==> config.mk <==
export PLATFORM = sky130hd
export DESIGN_NAME = delay_sink
export DESIGN_NICKNAME = d
export VERILOG_FILES = /design/src/rtl/delay_pkg.sv /design/src/rtl/delay_sink_mem.sv /design/src/rtl/delay_sink.sv
export SDC_FILE = /design/constraint.sdc
export NUM_CORES = 1
export LEC_CHECK = 0
export ABC_AREA = 1
export CAP_MARGIN = 40
export CORE_MARGIN = 4
export CORE_UTILIZATION = 50
export DETAILED_ROUTE_END_ITERATION = 7
export GPL_TIMING_DRIVEN = 0
export MAX_ROUTING_LAYER = met4
export PLACE_DENSITY_LB_ADDON = 0.25
export RECOVER_POWER = 50
export SETUP_SLACK_MARGIN = 0.5
export SLEW_MARGIN = 20
export SYNTH_ARGS = -nofsm -noshare
export SYNTH_HDL_FRONTEND = slang
export SYNTH_SLANG_ARGS = --single-unit
==> constraint.sdc <==
create_clock -name clk -period 2.63 [get_ports clk]
set_input_delay 0.3945 -clock clk [delete_from_list [all_inputs] [get_ports clk]]
set_output_delay 0.3945 -clock clk [all_outputs]
set_load 0.02 [all_outputs]
==> src/rtl/delay_pkg.sv <==
// delay_pkg: shared types and width helpers for the delay line endpoints.
package delay_pkg;

    typedef enum logic {
        FLUSH = 1'b0,
        RUN   = 1'b1
    } delay_sink_state_t;

    // Bits needed to hold the values 0..n inclusive.
    function automatic int cnt_width(input int n);
        return (n < 1) ? 1 : $clog2(n + 1);
    endfunction

    function automatic int ptr_width(input int n);
        return (n <= 1) ? 1 : $clog2(n);
    endfunction

endpackage

==> src/rtl/delay_sink_mem.sv <==
// delay_sink_mem: DEPTH x BITS register file, one write port,
// one asynchronous read port. Contents are not reset.
module delay_sink_mem
    import delay_pkg::*;
#(
    parameter int BITS  = 1,
    parameter int DEPTH = 4,
    parameter int AW    = ptr_width(DEPTH)
) (
    input  logic            clk,
    input  logic            we_i,
    input  logic [AW-1:0]   waddr_i,
    input  logic [BITS-1:0] wdata_i,
    input  logic [AW-1:0]   raddr_i,
    output logic [BITS-1:0] rdata_o
);

    logic [BITS-1:0] mem_q [DEPTH];

    always_ff @(posedge clk) begin
        if (we_i) begin
            mem_q[waddr_i] <= wdata_i;
        end
    end

    assign rdata_o = mem_q[raddr_i];

endmodule

==> src/rtl/delay_sink.sv <==
// delay_sink: credit-based valid/ready endpoint for a fixed-latency delay line.
// Define DELAY_SINK_ERR_EN to add sticky err_overflow / err_no_credit outputs.
module delay_sink
    import delay_pkg::*;
#(
    parameter int BITS  = 1,
    parameter int DELAY = 1,
    parameter int DEPTH = 4
) (
    input  logic            clk,
    input  logic            rst_n,
    input  logic            issue,
    output logic            can_issue,
    input  logic            in_valid,
    input  logic [BITS-1:0] in_data,
    output logic            out_valid,
    input  logic            out_ready,
`ifdef DELAY_SINK_ERR_EN
    output logic [BITS-1:0] out_data,
    output logic            err_overflow,
    output logic            err_no_credit
`else
    output logic [BITS-1:0] out_data
`endif
);

    localparam int CW = cnt_width(DEPTH);
    localparam int FW = cnt_width(DELAY);
    localparam int AW = ptr_width(DEPTH);

    localparam logic [CW-1:0] CRED_RST  = CW'(DEPTH);
    localparam logic [FW-1:0] FLUSH_RST = FW'(DELAY);
    localparam logic [AW-1:0] PTR_LAST  = AW'(DEPTH - 1);

    delay_sink_state_t state_q, state_d;
    logic [FW-1:0]     flush_q, flush_d;
    logic [CW-1:0]     credits_q, credits_d;
    logic [CW-1:0]     count_q, count_d;
    logic [AW-1:0]     wr_ptr_q, wr_ptr_d;
    logic [AW-1:0]     rd_ptr_q, rd_ptr_d;

    logic            run;
    logic            pop;
    logic            take;
    logic            push;
    logic            full;
    logic            wr_en;
    logic [BITS-1:0] rd_data;

    // Explicit wrap so DEPTH need not be a power of two.
    function automatic logic [AW-1:0] wrap_inc(input logic [AW-1:0] p);
        return (p == PTR_LAST) ? '0 : p + AW'(1);
    endfunction

    assign run       = (state_q == RUN);
    assign full      = (count_q == CRED_RST);
    assign out_valid = (count_q != '0);
    assign can_issue = run & (credits_q != '0);
    assign pop       = out_valid & out_ready;
    assign take      = issue & can_issue;
    assign push      = in_valid & run;
    assign wr_en     = push & (~full | pop);
    assign out_data  = out_valid ? rd_data : '0;
    assign wr_ptr_d  = wr_en ? wrap_inc(wr_ptr_q) : wr_ptr_q;
    assign rd_ptr_d  = pop ? wrap_inc(rd_ptr_q) : rd_ptr_q;

    // Stale words in the unreset delay line drain while in FLUSH.
    always_comb begin
        state_d = state_q;
        flush_d = flush_q;
        unique case (state_q)
            FLUSH: begin
                flush_d = flush_q - FW'(1);
                if (flush_q <= FW'(1)) begin
                    state_d = RUN;
                end
            end
            RUN: begin
                flush_d = '0;
            end
        endcase
    end

    always_comb begin
        credits_d = credits_q;
        count_d   = count_q;
        unique case ({take, pop})
            2'b10:   credits_d = credits_q - CW'(1);
            2'b01:   credits_d = credits_q + CW'(1);
            default: credits_d = credits_q;
        endcase
        unique case ({wr_en, pop})
            2'b10:   count_d = count_q + CW'(1);
            2'b01:   count_d = count_q - CW'(1);
            default: count_d = count_q;
        endcase
    end

    always_ff @(posedge clk or negedge rst_n) begin
        if (!rst_n) begin
            state_q   <= FLUSH;
            flush_q   <= FLUSH_RST;
            credits_q <= CRED_RST;
            count_q   <= '0;
            wr_ptr_q  <= '0;
            rd_ptr_q  <= '0;
        end else begin
            state_q   <= state_d;
            flush_q   <= flush_d;
            credits_q <= credits_d;
            count_q   <= count_d;
            wr_ptr_q  <= wr_ptr_d;
            rd_ptr_q  <= rd_ptr_d;
        end
    end

    delay_sink_mem #(
        .BITS  (BITS),
        .DEPTH (DEPTH),
        .AW    (AW)
    ) u_mem (
        .clk     (clk),
        .we_i    (wr_en),
        .waddr_i (wr_ptr_q),
        .wdata_i (in_data),
        .raddr_i (rd_ptr_q),
        .rdata_o (rd_data)
    );

`ifdef DELAY_SINK_ERR_EN
    logic err_ov_q, err_ov_d;
    logic err_nc_q, err_nc_d;

    assign err_ov_d = err_ov_q | (push & full & ~pop);
    assign err_nc_d = err_nc_q | (issue & ~can_issue);

    always_ff @(posedge clk or negedge rst_n) begin
        if (!rst_n) begin
            err_ov_q <= 1'b0;
            err_nc_q <= 1'b0;
        end else begin
            err_ov_q <= err_ov_d;
            err_nc_q <= err_nc_d;
        end
    end

    assign err_overflow  = err_ov_q;
    assign err_no_credit = err_nc_q;
`endif

endmodule

# After elaboration in Yosys (flattened, before gate mapping)
# Memories as Yosys holds them, arrays and structs flattened.
# Index checks and enable logic that the tools add are counted.
[totals] mem_count=1 register_bits=12 in_bits=6 output_inout_bits=3 romBits=0 ram_bits=4 latchBits=0 elab_cells=44
[classes] mux=10 magnitude_cmp=1 mul=0 div_mod_pow=0 shift=0 addsub=7 n_reduce_logical=4 bitwise=8 eq_ne=7
[memory_table] memory="u_mem.mem_q" words=4 width=1 read_ports=1 rd_clocked_by_memory_dff=0 wr=1 line_no="delay_sink_mem.sv:18" source="logic [BITS-1:0] mem_q [DEPTH];"
[op_table] op="$pmux 3 s2" n=2
[op_table] op="$eq 2x2->1 const B" n=4
[op_table] op="$add 3x1->3 const B" n=2
[op_table] op="$reduce_bool 3->1" n=2
[op_table] op="$sub 3x1->3 const B" n=2
[op_table] op="$and 1x1->1" n=5
[op_table] op="$mux 1" n=5
[op_table] op="$add 2x1->2 const B" n=2
[op_table] op="$eq 2x1->1 const B" n=2
[op_table] op="$mux 2" n=2
[op_table] op="$reduce_bool 2->1" n=2
[op_table] op="$eq 3x3->1 const B" n=1
[op_table] op="$not 1->1" n=2
[op_table] op="$pmux 1 s2" n=1
[op_table] op="$le 1x1->1 const B" n=1
[op_table] op="$or 1x1->1" n=1
[op_table] op="$sub 1x1->1 const B" n=1

# Logic depth before layout (Yosys ltp)
# Gate-level depths: netlist of the first run.
[logic_depth] ltp_word=6 depth_mapped=9 mapped_depth_nobuf=9

# Modules after synthesis
# From an unflattened synthesis of the first run, not the netlist that was laid out.
[hier_totals] hier_cells=88 hier_area_um2=835.8
[by_module_without_submodules] module="delay_sink" cells_per_inst=64 area_each_um2=628.1 instances=1
[by_module_without_submodules] module="delay_sink_mem" cells_per_inst=24 area_each_um2=207.7 instances=1

# Least setup slack after synthesis of the first run
# Ideal clock, no wire load.
[synth_path] path_type="reg-to-reg" startpoint="register credits_q[2]" endpoint="register credits_q[1]" setup_ps=125 slack_ps=747 synth_period_minus_slack_ps=1883 t_required_ps=2505 path_stages_with_launch=7 arrival_ps=1758 cell_sequence="dfstp_2 -> o31a_1 -> nand2_1 -> ha_1 -> inv_1 -> fa_1 -> mux2_2"
[synth_via] elab_chain_cells=5 elab_cells_between_ends=7
[synth_lines] element="from (decl)" line_no="delay_sink.sv:37" source="logic [CW-1:0] credits_q, credits_d;"
[synth_lines] element="from (signal assigned)" line_no="delay_sink.sv:110" source="credits_q <= credits_d;"
[synth_lines] element="$reduce_bool 3->1 (*)" line_no="delay_sink.sv:58" source="assign can_issue = run & (credits_q != '0);"
[synth_lines] element="$and 1x1->1 (*)" line_no="delay_sink.sv:58"
[synth_lines] element="named net can_issue" line_no="delay_sink.sv:13" source="output logic can_issue,"
[synth_lines] element="$and 1x1->1 (*)" line_no="delay_sink.sv:60" source="assign take = issue & can_issue;"
[synth_lines] element="$eq 2x1->1 / $eq 2x2->1 (equally long branches)" line_no="delay_sink.sv:87" source="unique case ({take, pop})"
[synth_lines] element="$pmux 3 s2 (*)" line_no="delay_sink.sv:87"
[synth_lines] element="named net credits_d[1]" line_no="delay_sink.sv:37"
# The timed path passes the listed nets; every way through them passes the cells marked *.
# A chain may end at the register's enable or synchronous reset.

# Worst setup path in the final report of the first run
[layout_path] startpoint="input port out_ready" endpoint="register credits_q[1]"
[layout_via] elab_chain_cells=3 elab_cells_between_ends=5
[layout_lines] element="from (decl)" line_no="delay_sink.sv:17" source="input logic out_ready,"
[layout_lines] element="$and 1x1->1 (*)" line_no="delay_sink.sv:59" source="assign pop = out_valid & out_ready;"
[layout_lines] element="named net pop" line_no="delay_sink.sv:43" source="logic pop;"
[layout_lines] element="$eq 2x1->1 / $eq 2x2->1 (equally long branches)" line_no="delay_sink.sv:87"
[layout_lines] element="$pmux 3 s2 (*)" line_no="delay_sink.sv:87"
[layout_lines] element="named net credits_d[1]" line_no="delay_sink.sv:37"
# Marks and branches as above.

==> results of run 1 <==
[kinds of logic after synthesis]
kind of cell / after synthesis / synth area share
compound gates: 12 / 0.0987
xor+xnor: 3 / 0.0309
fa+ha+maj: 8 / 0.135
buf+inv: 16 / 0.0707
flops: 15 / 0.467
mux: 1 / 0.0133
other cells: 1 / 0.00441
simple gates: 33 / 0.180
[path summary, 6_finish.rpt]
kind / start / to / slack (ns) / depth (start not counted)
setup reg to reg: credits_q[0]$_DFFE_PN0P_ / credits_q[1]$_DFFE_PN0P_ / 0.78 / 6
setup / recovery: out_ready / credits_q[1]$_DFFE_PN0P_ / 0.59 / 6
hold / removal: rst_n / rd_ptr_q[1]$_DFFE_PN0P_ / 0.50 / 1
min in group clk: credits_q[2]$_DFFE_PN1P_ / credits_q[2]$_DFFE_PN1P_ / 0.50 / 1
hold reg to reg: credits_q[2]$_DFFE_PN1P_ / credits_q[2]$_DFFE_PN1P_ / 0.50 / 1
max in group asynchronous: rst_n / credits_q[2]$_DFFE_PN1P_ / 1.77 / 1
[sequential cells by signal, indices dropped and copies added, names as in the netlist]
name and cells:
count_q 3, credits_q 3, rd_ptr_q 2, wr_ptr_q 2, u_mem.mem_q 4, run 1
[cell usage in the layout, fill, tap and decap left out]
master / instances
a21boi_0: 1
a21boi_4: 1
a21oi_1: 3
clkbuf_4: 3
clkdlybuf4s50_1: 5
clkinvlp_4: 1
conb_1: 1
dfrtp_1: 10
dfstp_2: 1
dlygate4sd2_1: 1
dlygate4sd3_1: 2
edfxtp_1: 4
fa_1: 2
ha_1: 6
inv_1: 15
inv_2: 1
mux2_2: 1
nand2_1: 11
nand2_2: 3
nand3_1: 4
nand3_2: 1
nand4_1: 1
nor2_1: 12
nor2_4: 1
o21ai_0: 4
o21ai_1: 1
o21ai_4: 1
o31a_1: 1
xnor2_1: 2
xor2_1: 1
[through the flow]
step	cell area (um^2)	setup slack [ns]	utilization
floorplan	850	0.747	-
global placement	950	0.268	0.609
detailed placement	950	0.271	0.609
finish	986	0.590	0.632
global route	986	0.523	0.632
CTS	978	0.562	0.628
[metal layers]
layer  vias up  wire [um]
li1        302          -
met1       270        570
met2        11        580
met3         4         55
met4         0         24
met5         -          0
[where the power goes]
| group | internal, uW | total [uW] | switching (uW) |
|---|---|---|---|
| combinational | 216 | 495 | 280 |
| sequential | 333 | 416 | 82.9 |
| clock | 57.8 | 135 | 77.4 |
[repair_timing]
item	4_1_cts	5_1_grt
resized for setup	1	1
hold buffers	0	0
endpoints found under the setup margin	1	2
setup buffers	0	0
gates cloned	0	0
[worst max-delay path: stages]
cell and delay [ns]:
clkdlybuf4s50_1 0.58, a21boi_4 0.28, ha_1 0.17, inv_1 0.06, fa_1 0.44, mux2_2 0.27
[cell type report]
| cell class | count | area share |
|---|---|---|
| well taps | 16 | 0.0203 |
| clock buffers | 3 | 0.0228 |
| flip-flops and latches | 15 | 0.402 |
| clock inverters | 1 | 0.00761 |
| multi-input cells | 58 | 0.406 |
| repair buffers | 8 | 0.0799 |
| inverters | 16 | 0.0609 |
==> out/qor.yml, run 1 <==
outcome:
  status: "complete, no violations"
power_and_ir_drop:
  total_power_uw: 1050
  vdd_drop_max_v: 0.000560
  p_leak_uw: 0.000463
  power_density_nw_per_um2: 1060
sta:
  holdWs_ns: 0.499
  worst_slew_pin_slew_ns: 0.498
  rsz0062_at_grt: "false"
  finClkSkew_ns: 0.00751
  max_freq_mhz: 490
  slew_viol_final: 0
  setup_viol: 0
  setup_tns_ns: 0
  slew_headroom: 0.667
  fin_crit_sh: 0.776
  fin_crit_ns: 2.04
  finalHoldViolations: 0
routing:
  wl_mm: 1.23
  drtIter0Drc: 4
  vias: 587
  dr.pass1.iters: 4
  drtAntennaViolNets: 0
  vias_per_cell: 5.02
  wl_per_cell_um: 10.5
  drc_errors: 0
cts:
  clock_latency_ns: 0.29
  clk_pin_slew_ns: 0.10
  clockBufferDepth: 2
  htree_levels: 1
  clock-root-buffer: "clkbuf_4"
  numClockSinks: 15
  cts_made_buffers: 3
  cts_tree: "done"
grt:
  grt_pass1_wl_mm: 2.31
  use_met1: 0.152
  use_met3: 0.0428
  grt_use_met2: 0.194
  grt.busiest_layer: "met2"
  antenna_found_initial: 0
  grtUsageTotal: 0.125
  grt_max_degree: 12
  grt_pass1_vias: 571
  overflow: 0
worst_hold_path:
  min_path_type: "input port to async pin"
yosys:
  syn-num-nets: 103
  synth.cell_area_um2: 850
  ys_seq_area_frac: 0.467
  synth_common_cells: "15 x inv_1, 12 x nor2_1, 11 x nand2_1"
  yosys.area.top_type: "dfrtp_1"
  yosysWarnings: 0
  yosysUniqueCellTypes: 25
  synth_area_leaders: "dfrtp_1 29%, edfxtp_1 14%, ha_1 8.8%, inv_1 6.6%, nor2_1 5.3%"
  avgSynthCellArea_um2: 9.55
  ys_async_sr_fraction: 0.733
  synth_most_common_cell: "inv_1"
  ys.flop_type: "dfrtp_1"
  synth_edf_count: 4
  synth_top_area_share: 0.295
  syn-instance-count: 89
  ys_ff_latch: 15
cells_and_area:
  drive_gt1_frac: 0.139
  diodes: 0
  ff_latch_area_um2: 397
  nets: 116
  fillers: 142
  fin_cells: 117
  area_growth_syn_to_layout_pct: 16.1
  multi_input_area_um2: 400
setup_path:
  worstSetupPathType: "input port to flop"
  crit_required_ns: 2.80
  cp-end-kind: "flop"
  cp.arrival_ns: 2.21
  crit_fanout: 6
  start_kind: "input port"
placement:
  place_congestion: 0.795
  placedCellCount: 113
  hpwl_um: 967
  numPortBuffers: 8
floorplanning:
  start_util: 0.545
  die_area_um2: 2420
  core_area_um2: 1560
  fp.dieH_um: 49.2
  die_x_um: 49.2
  rows: 14
  boundaryPins: 9
flow_run:
  cap_violations: 0
Power figures use the tool's default switching activity.
==> run 2: changes to the inputs <==
- clock period: 2.63 -> 2.1 ns (I/O delays scaled with it)
==> out/qor.yml, run 2 (synthesis results as in run 1) <==
sta:
  finClkSkew_ns: 0.00649  # -0.00101 ns
  slew_headroom: 0.643  # -0.0237
  slew_viol_final: 0  # unchanged
  fin_crit_ns: 1.82
  setup_viol: 0  # unchanged
  max_freq_mhz: 550
  finalHoldViolations: 0  # unchanged
  holdWs_ns: 0.443  # -0.0555 ns
  rsz0062_at_grt: "true"
  worst_slew_pin_slew_ns: 0.534  # +0.0354 ns
  setup_tns_ns: 0  # unchanged
  fin_crit_sh: 0.866
floorplanning:
  boundaryPins: 9  # unchanged
  die_x_um: 49.2  # unchanged
  start_util: 0.545  # unchanged
  rows: 14  # unchanged
  fp.dieH_um: 49.2  # unchanged
  die_area_um2: 2420  # unchanged
  core_area_um2: 1560  # unchanged
cts:
  numClockSinks: 15  # unchanged
  cts_made_buffers: 3  # unchanged
  clk_pin_slew_ns: 0.09  # about the same
  htree_levels: 1  # unchanged
  cts_tree: "done"
  clock-root-buffer: "clkbuf_4"
  clockBufferDepth: 2  # unchanged
  clock_latency_ns: 0.28  # about the same
cells_and_area:
  area_growth_syn_to_layout_pct: 23.7
  layout_common_cells: "14 x inv_1, 12 x nor2_1, 11 x nand2_1, 10 x dfrtp_1, 10 x buf_4"
  regMostFlops: "u_mem.mem_q"
  drive_gt1_frac: 0.270  # +0.132
  final_common_cell: "inv_1"
  diodes: 0  # unchanged
  reg_top3: "u_mem.mem_q x4, count_q x3, credits_q x3"
  largest_reg_flops: 4  # unchanged
  nets: 126  # +8.6%
setup_path:
  crit_chain: "nor2_1, a21boi_4, ha_2, inv_2, fa_2, mux2_2"
  worstSetupPathType: "flop to flop"
  crit_required_ns: 2.28  # -0.52 ns
  cpLargestDelayFamily: "adder cells"
  start_kind: "flop"
  cp_slowest_cell: "fa_2"
  reg2reg_slack_ns: 0.28  # -0.50 ns
  cp_num_buf_inv: 1  # -1
  rr_worst_depth: 6  # unchanged
  crit_start: "count_q[1]$_DFFE_PN0P_"
  cp.arrival_ns: 1.99  # -0.22 ns
  cp-end-kind: "flop"
  cpPeakStageDelay_ns: 0.42  # -0.16 ns
  r2r-end: "credits_q[1]$_DFFE_PN0P_"
  crit_fanout: 3  # -3
  reg2reg_from: "count_q[1]$_DFFE_PN0P_"
routing:
  dr.pass1.iters: 5  # +1
  vias: 614  # +4.6%
  drtIter0Drc: 3  # -1
  vias_per_cell: 4.83  # -3.6%
  drtAntennaViolNets: 0  # unchanged
  wl_mm: 1.44  # +17%
  wl_per_cell_um: 11.3  # +7.9%
  drc_errors: 0  # unchanged
grt:
  grt_max_degree: 12  # unchanged
  overflow: 0  # unchanged
  grt_pass1_wl_mm: 2.47  # +6.9%
  grt_pass1_vias: 577  # +1.1%
  antenna_found_initial: 0  # unchanged
  grtUsageTotal: 0.140  # +0.0143
placement:
  numPortBuffers: 8  # unchanged
  hpwl_mm: 1.01  # +4.1%
  place_congestion: 0.757  # -4.8%
power_and_ir_drop:
  p_leak_uw: 0.000510  # +10%
  vdd_drop_max_v: 0.000768  # +37%
  power_density_nw_per_um2: 1350  # +28%
outcome:
  status: "complete, no violations"
worst_hold_path:
  min_path_type: "input port to async pin"
flow_run:
  cap_violations: 0  # unchanged
-- run 2: worst max-delay path by stage --
stage,endpoint,cells after the start
after floorplan,credits_q[1]$_DFFE_PN0P_,6
after global placement,credits_q[1]$_DFFE_PN0P_,6
after detailed placement,credits_q[1]$_DFFE_PN0P_,6
after CTS,out_data,5
after global routing,credits_q[1]$_DFFE_PN0P_,6
final,credits_q[1]$_DFFE_PN0P_,6
-- run 2: metrics by stage --
stage | instance area, um^2 | util | power [uW] | setup WS [ns] | std cells
global placement | 950 | 0.609 | 1120 | -0.168 | 113
CTS | 1030 | 0.663 | 1390 | 0.345 | 124
finish | 1050 | 0.674 | 1420 | 0.281 | 127
global route | 1050 | 0.674 | 1560 | 0.195 | 127
detailed placement | 950 | 0.609 | 1150 | -0.184 | 113
floorplan | 850 | - | 984 | 0.220 | 89
-- run 2: repair_timing --
action | 4_1_cts | 5_1_grt
endpoints found under the setup margin | 6 | 6
pin swaps | 2 | 1
gates resized for setup | 11 | 8
setup buffers | 7 | 3
hold buffers | 0 | 0
-- run 2: area by class of cell --
type | count | area [um^2]
inverters | 16 | 60.1
flip-flops and latches | 15 | 397
well taps | 16 | 20.0
multi-input cells | 58 | 403
fillers | 125 | 508
clock buffers | 4 | 26.3
repair buffers | 18 | 145
-- run 2: routing by layer --
| layer | track usage | vias up | part of all wire |
|---|---|---|---|
| met1 | 0.170 | 277 | 0.48 |
| met4 | 0.0711 | 0 | 0.011 |
| met2 | 0.210 | 13 | 0.47 |
| met5 | - | - | 0 |
| met3 | 0.0398 | 2 | 0.039 |
| li1 | - | 322 | - |
-- run 2: power by group --
group,internal (uW),switching (uW),leakage (uW)
clock,73.7,89.0,0.0000150
sequential,417,74.5,0.000164
combinational,361,408,0.000331
total,852,572,0.000510
==> run 3: changes to the inputs <==
- CTS_CLUSTER_SIZE: not set -> 16
- SETUP_SLACK_MARGIN: 0.5 -> not set
==> out/qor.yml, run 3 (synthesis results as in run 1) <==
setup_path:
  reg2reg_from: "credits_q[0]$_DFFE_PN0P_"
  cpPeakStageDelay_ns: 0.58  # +0.16 ns
  crit_fanout: 6  # +3
  worstSetupPathType: "input port to flop"
  crit_chain: "clkdlybuf4s50_1, a21boi_2, ha_1, inv_1, fa_1, mux2_2"
  cp_num_buf_inv: 2  # +1
  rr_worst_depth: 6  # unchanged
  crit_end: "credits_q[1]$_DFFE_PN0P_"
  crit_start: "out_ready"
  cp_slowest_cell: "clkdlybuf4s50_1"
  crit_required_ns: 2.27  # about the same
  start_kind: "input port"
  reg2reg_slack_ns: 0.25  # -0.03 ns
  cpLargestDelayFamily: "buffers and inverters"
  cp-end-kind: "flop"
  path_depth: 6  # unchanged
  r2r-end: "credits_q[1]$_DFFE_PN0P_"
  cp.arrival_ns: 2.19  # +0.20 ns
sta:
  setup_ws_ns: 0.0797  # -0.201 ns
  worst_slew_pin_slew_ns: 0.498  # -0.0356 ns
  setup_viol: 0  # unchanged
  fin_crit_ns: 2.02  # +0.201 ns
  slew_viol_final: 0  # unchanged
  slew_headroom: 0.667  # +0.0238
  finClkSkew_ns: 0.00795  # +0.00146 ns
  fin_crit_sh: 0.962  # +0.0958
  rsz0062_at_grt: "false"
  max_freq_mhz: 495  # -10%
  setup_tns_ns: 0  # unchanged
  finalHoldViolations: 0  # unchanged
flow_run:
  cap_violations: 0  # unchanged
placement:
  post-place-ws_ns: -0.179  # +0.00506 ns
  placedCellCount: 113  # unchanged
  place_congestion: 0.795  # +5.1%
  hpwl_um: 967  # -3.9%
  numPortBuffers: 8  # unchanged
power_and_ir_drop:
  p_leak_uw: 0.000467  # -8.4%
  pwr-share-comb: 0.472  # -0.068
  power.internal_uw: 765  # -10%
  switching_share: 0.415  # +0.0134
  power.share.clock: 0.129  # +0.015
  seq_power_share: 0.399  # +0.054
  vdd_drop_max_v: 0.000700  # -8.9%
  power_density_nw_per_um2: 1330  # -1.8%
  total_power_uw: 1310  # -8.2%
  switching_power_uw: 543  # -5.1%
cts:
  clockBufferDepth: 2  # unchanged
  cts_setup_buffers: 0  # -7
  clock_latency_ns: 0.29  # about the same
  clk_pin_slew_ns: 0.10  # about the same
  cts_tree: "done"
  clock-root-buffer: "clkbuf_4"
  htree_levels: 1  # unchanged
  cts_made_buffers: 3  # unchanged
  numClockSinks: 15  # unchanged
routing:
  drtIter0Drc: 7  # +4
  drtAntennaViolNets: 0  # unchanged
  dr.pass1.iters: 4  # -1
  drc_errors: 0  # unchanged
  vias_per_cell: 5.02  # +3.8%
  wl_mm: 1.22  # -15%
  wl_per_cell_um: 10.5  # -7.7%
  vias: 587  # -4.4%
cells_and_area:
  drive_gt1_frac: 0.139  # -0.132
  largest_reg_flops: 4  # unchanged
  layout_common_cells: "15 x inv_1, 12 x nor2_1, 11 x nand2_1, 10 x dfrtp_1, 6 x ha_1"
  regMostFlops: "u_mem.mem_q"
  fin_cells: 117  # -7.9%
  final_common_cell: "inv_1"
  nets: 116  # -7.9%
  area_growth_syn_to_layout_pct: 15.6
  diodes: 0  # unchanged
  reg_top3: "u_mem.mem_q x4, count_q x3, credits_q x3"
floorplanning:
  rows: 14  # unchanged
  core_area_um2: 1560  # unchanged
  start_util: 0.545  # unchanged
  boundaryPins: 9  # unchanged
  fp.dieH_um: 49.2  # unchanged
  die_area_um2: 2420  # unchanged
  die_x_um: 49.2  # unchanged
grt:
  grtUsageTotal: 0.125  # -0.0143
  grt_pass1_wl_mm: 2.31  # -6.4%
  grt_max_degree: 12  # unchanged
  overflow: 0  # unchanged
  grt_pass1_vias: 571  # -1.0%
  antenna_found_initial: 0  # unchanged
outcome:
  status: "complete, no violations"
worst_hold_path:
  min_path_type: "input port to async pin"
[run 3: cell count changes in the layout (fill, tap and decap cells not counted), moves of 2 or more]
cell	change
buf_4	-10
clkbuf_2	-2
fa_1	+2
clkdlybuf4s50_1	+3
fa_2	-2
[run 3: area by class of cell]
class                           count  area (um^2)
Multi-Input combinational cell     58          393
Inverter                           16         60.1
Timing Repair Buffer                8         82.6
Sequential cell                    15          397
Clock inverter                      1         7.51
Clock buffer                        3         22.5
Tap cell                           16         20.0
Fill cell                         141          577
[run 3: how the worst min path moves through the flow]
stage | end | startpoint
final | rd_ptr_q[1]$_DFFE_PN0P_ | rst_n
after global routing | rd_ptr_q[1]$_DFFE_PN0P_ | rst_n
after detailed placement | credits_q[2]$_DFFE_PN1P_ | credits_q[2]$_DFFE_PN1P_
after CTS | rd_ptr_q[1]$_DFFE_PN0P_ | rst_n
after floorplan | count_q[0]$_DFFE_PN0P_ | rst_n
after global placement | credits_q[2]$_DFFE_PN1P_ | credits_q[2]$_DFFE_PN1P_
[run 3: what timing repair did]
action / in CTS / in global routing
setup endpoints to repair: 0 / 1
resized for setup: 0 / 1
hold buffers: 0 / 0
[run 3: metrics by stage]
stage           util  area (um^2)  hold slack [ns]
2_1_floorplan      -          850           0.0194
3_3_place_gp   0.609          950            0.481
3_5_place_dp   0.609          950            0.486
4_1_cts        0.628          980            0.385
5_1_grt        0.630          982            0.459
6_report       0.630          982            0.420
[run 3: power by group through the flow]
| stage | Sequential, uW | Clock (uW) | Combinational (uW) |
|---|---|---|---|
| 2_1_floorplan | 507 | 0 | 475 |
| 3_3_place_gp | 525 | 0 | 599 |
| 3_5_place_dp | 530 | 0 | 621 |
| 4_1_cts | 523 | 177 | 629 |
| 5_1_grt | 539 | 195 | 726 |
| 6_report | 521 | 169 | 617 |
[run 3: per-layer routing]
| metal | share of wire | track usage | vias to the layer above |
|---|---|---|---|
| met3 | 0.045 | 0.0428 | 4 |
| met4 | 0.020 | 0.0427 | 0 |
| met5 | 0 | - | - |
| met2 | 0.47 | 0.194 | 11 |
| met1 | 0.46 | 0.152 | 268 |
| li1 | - | - | 304 |
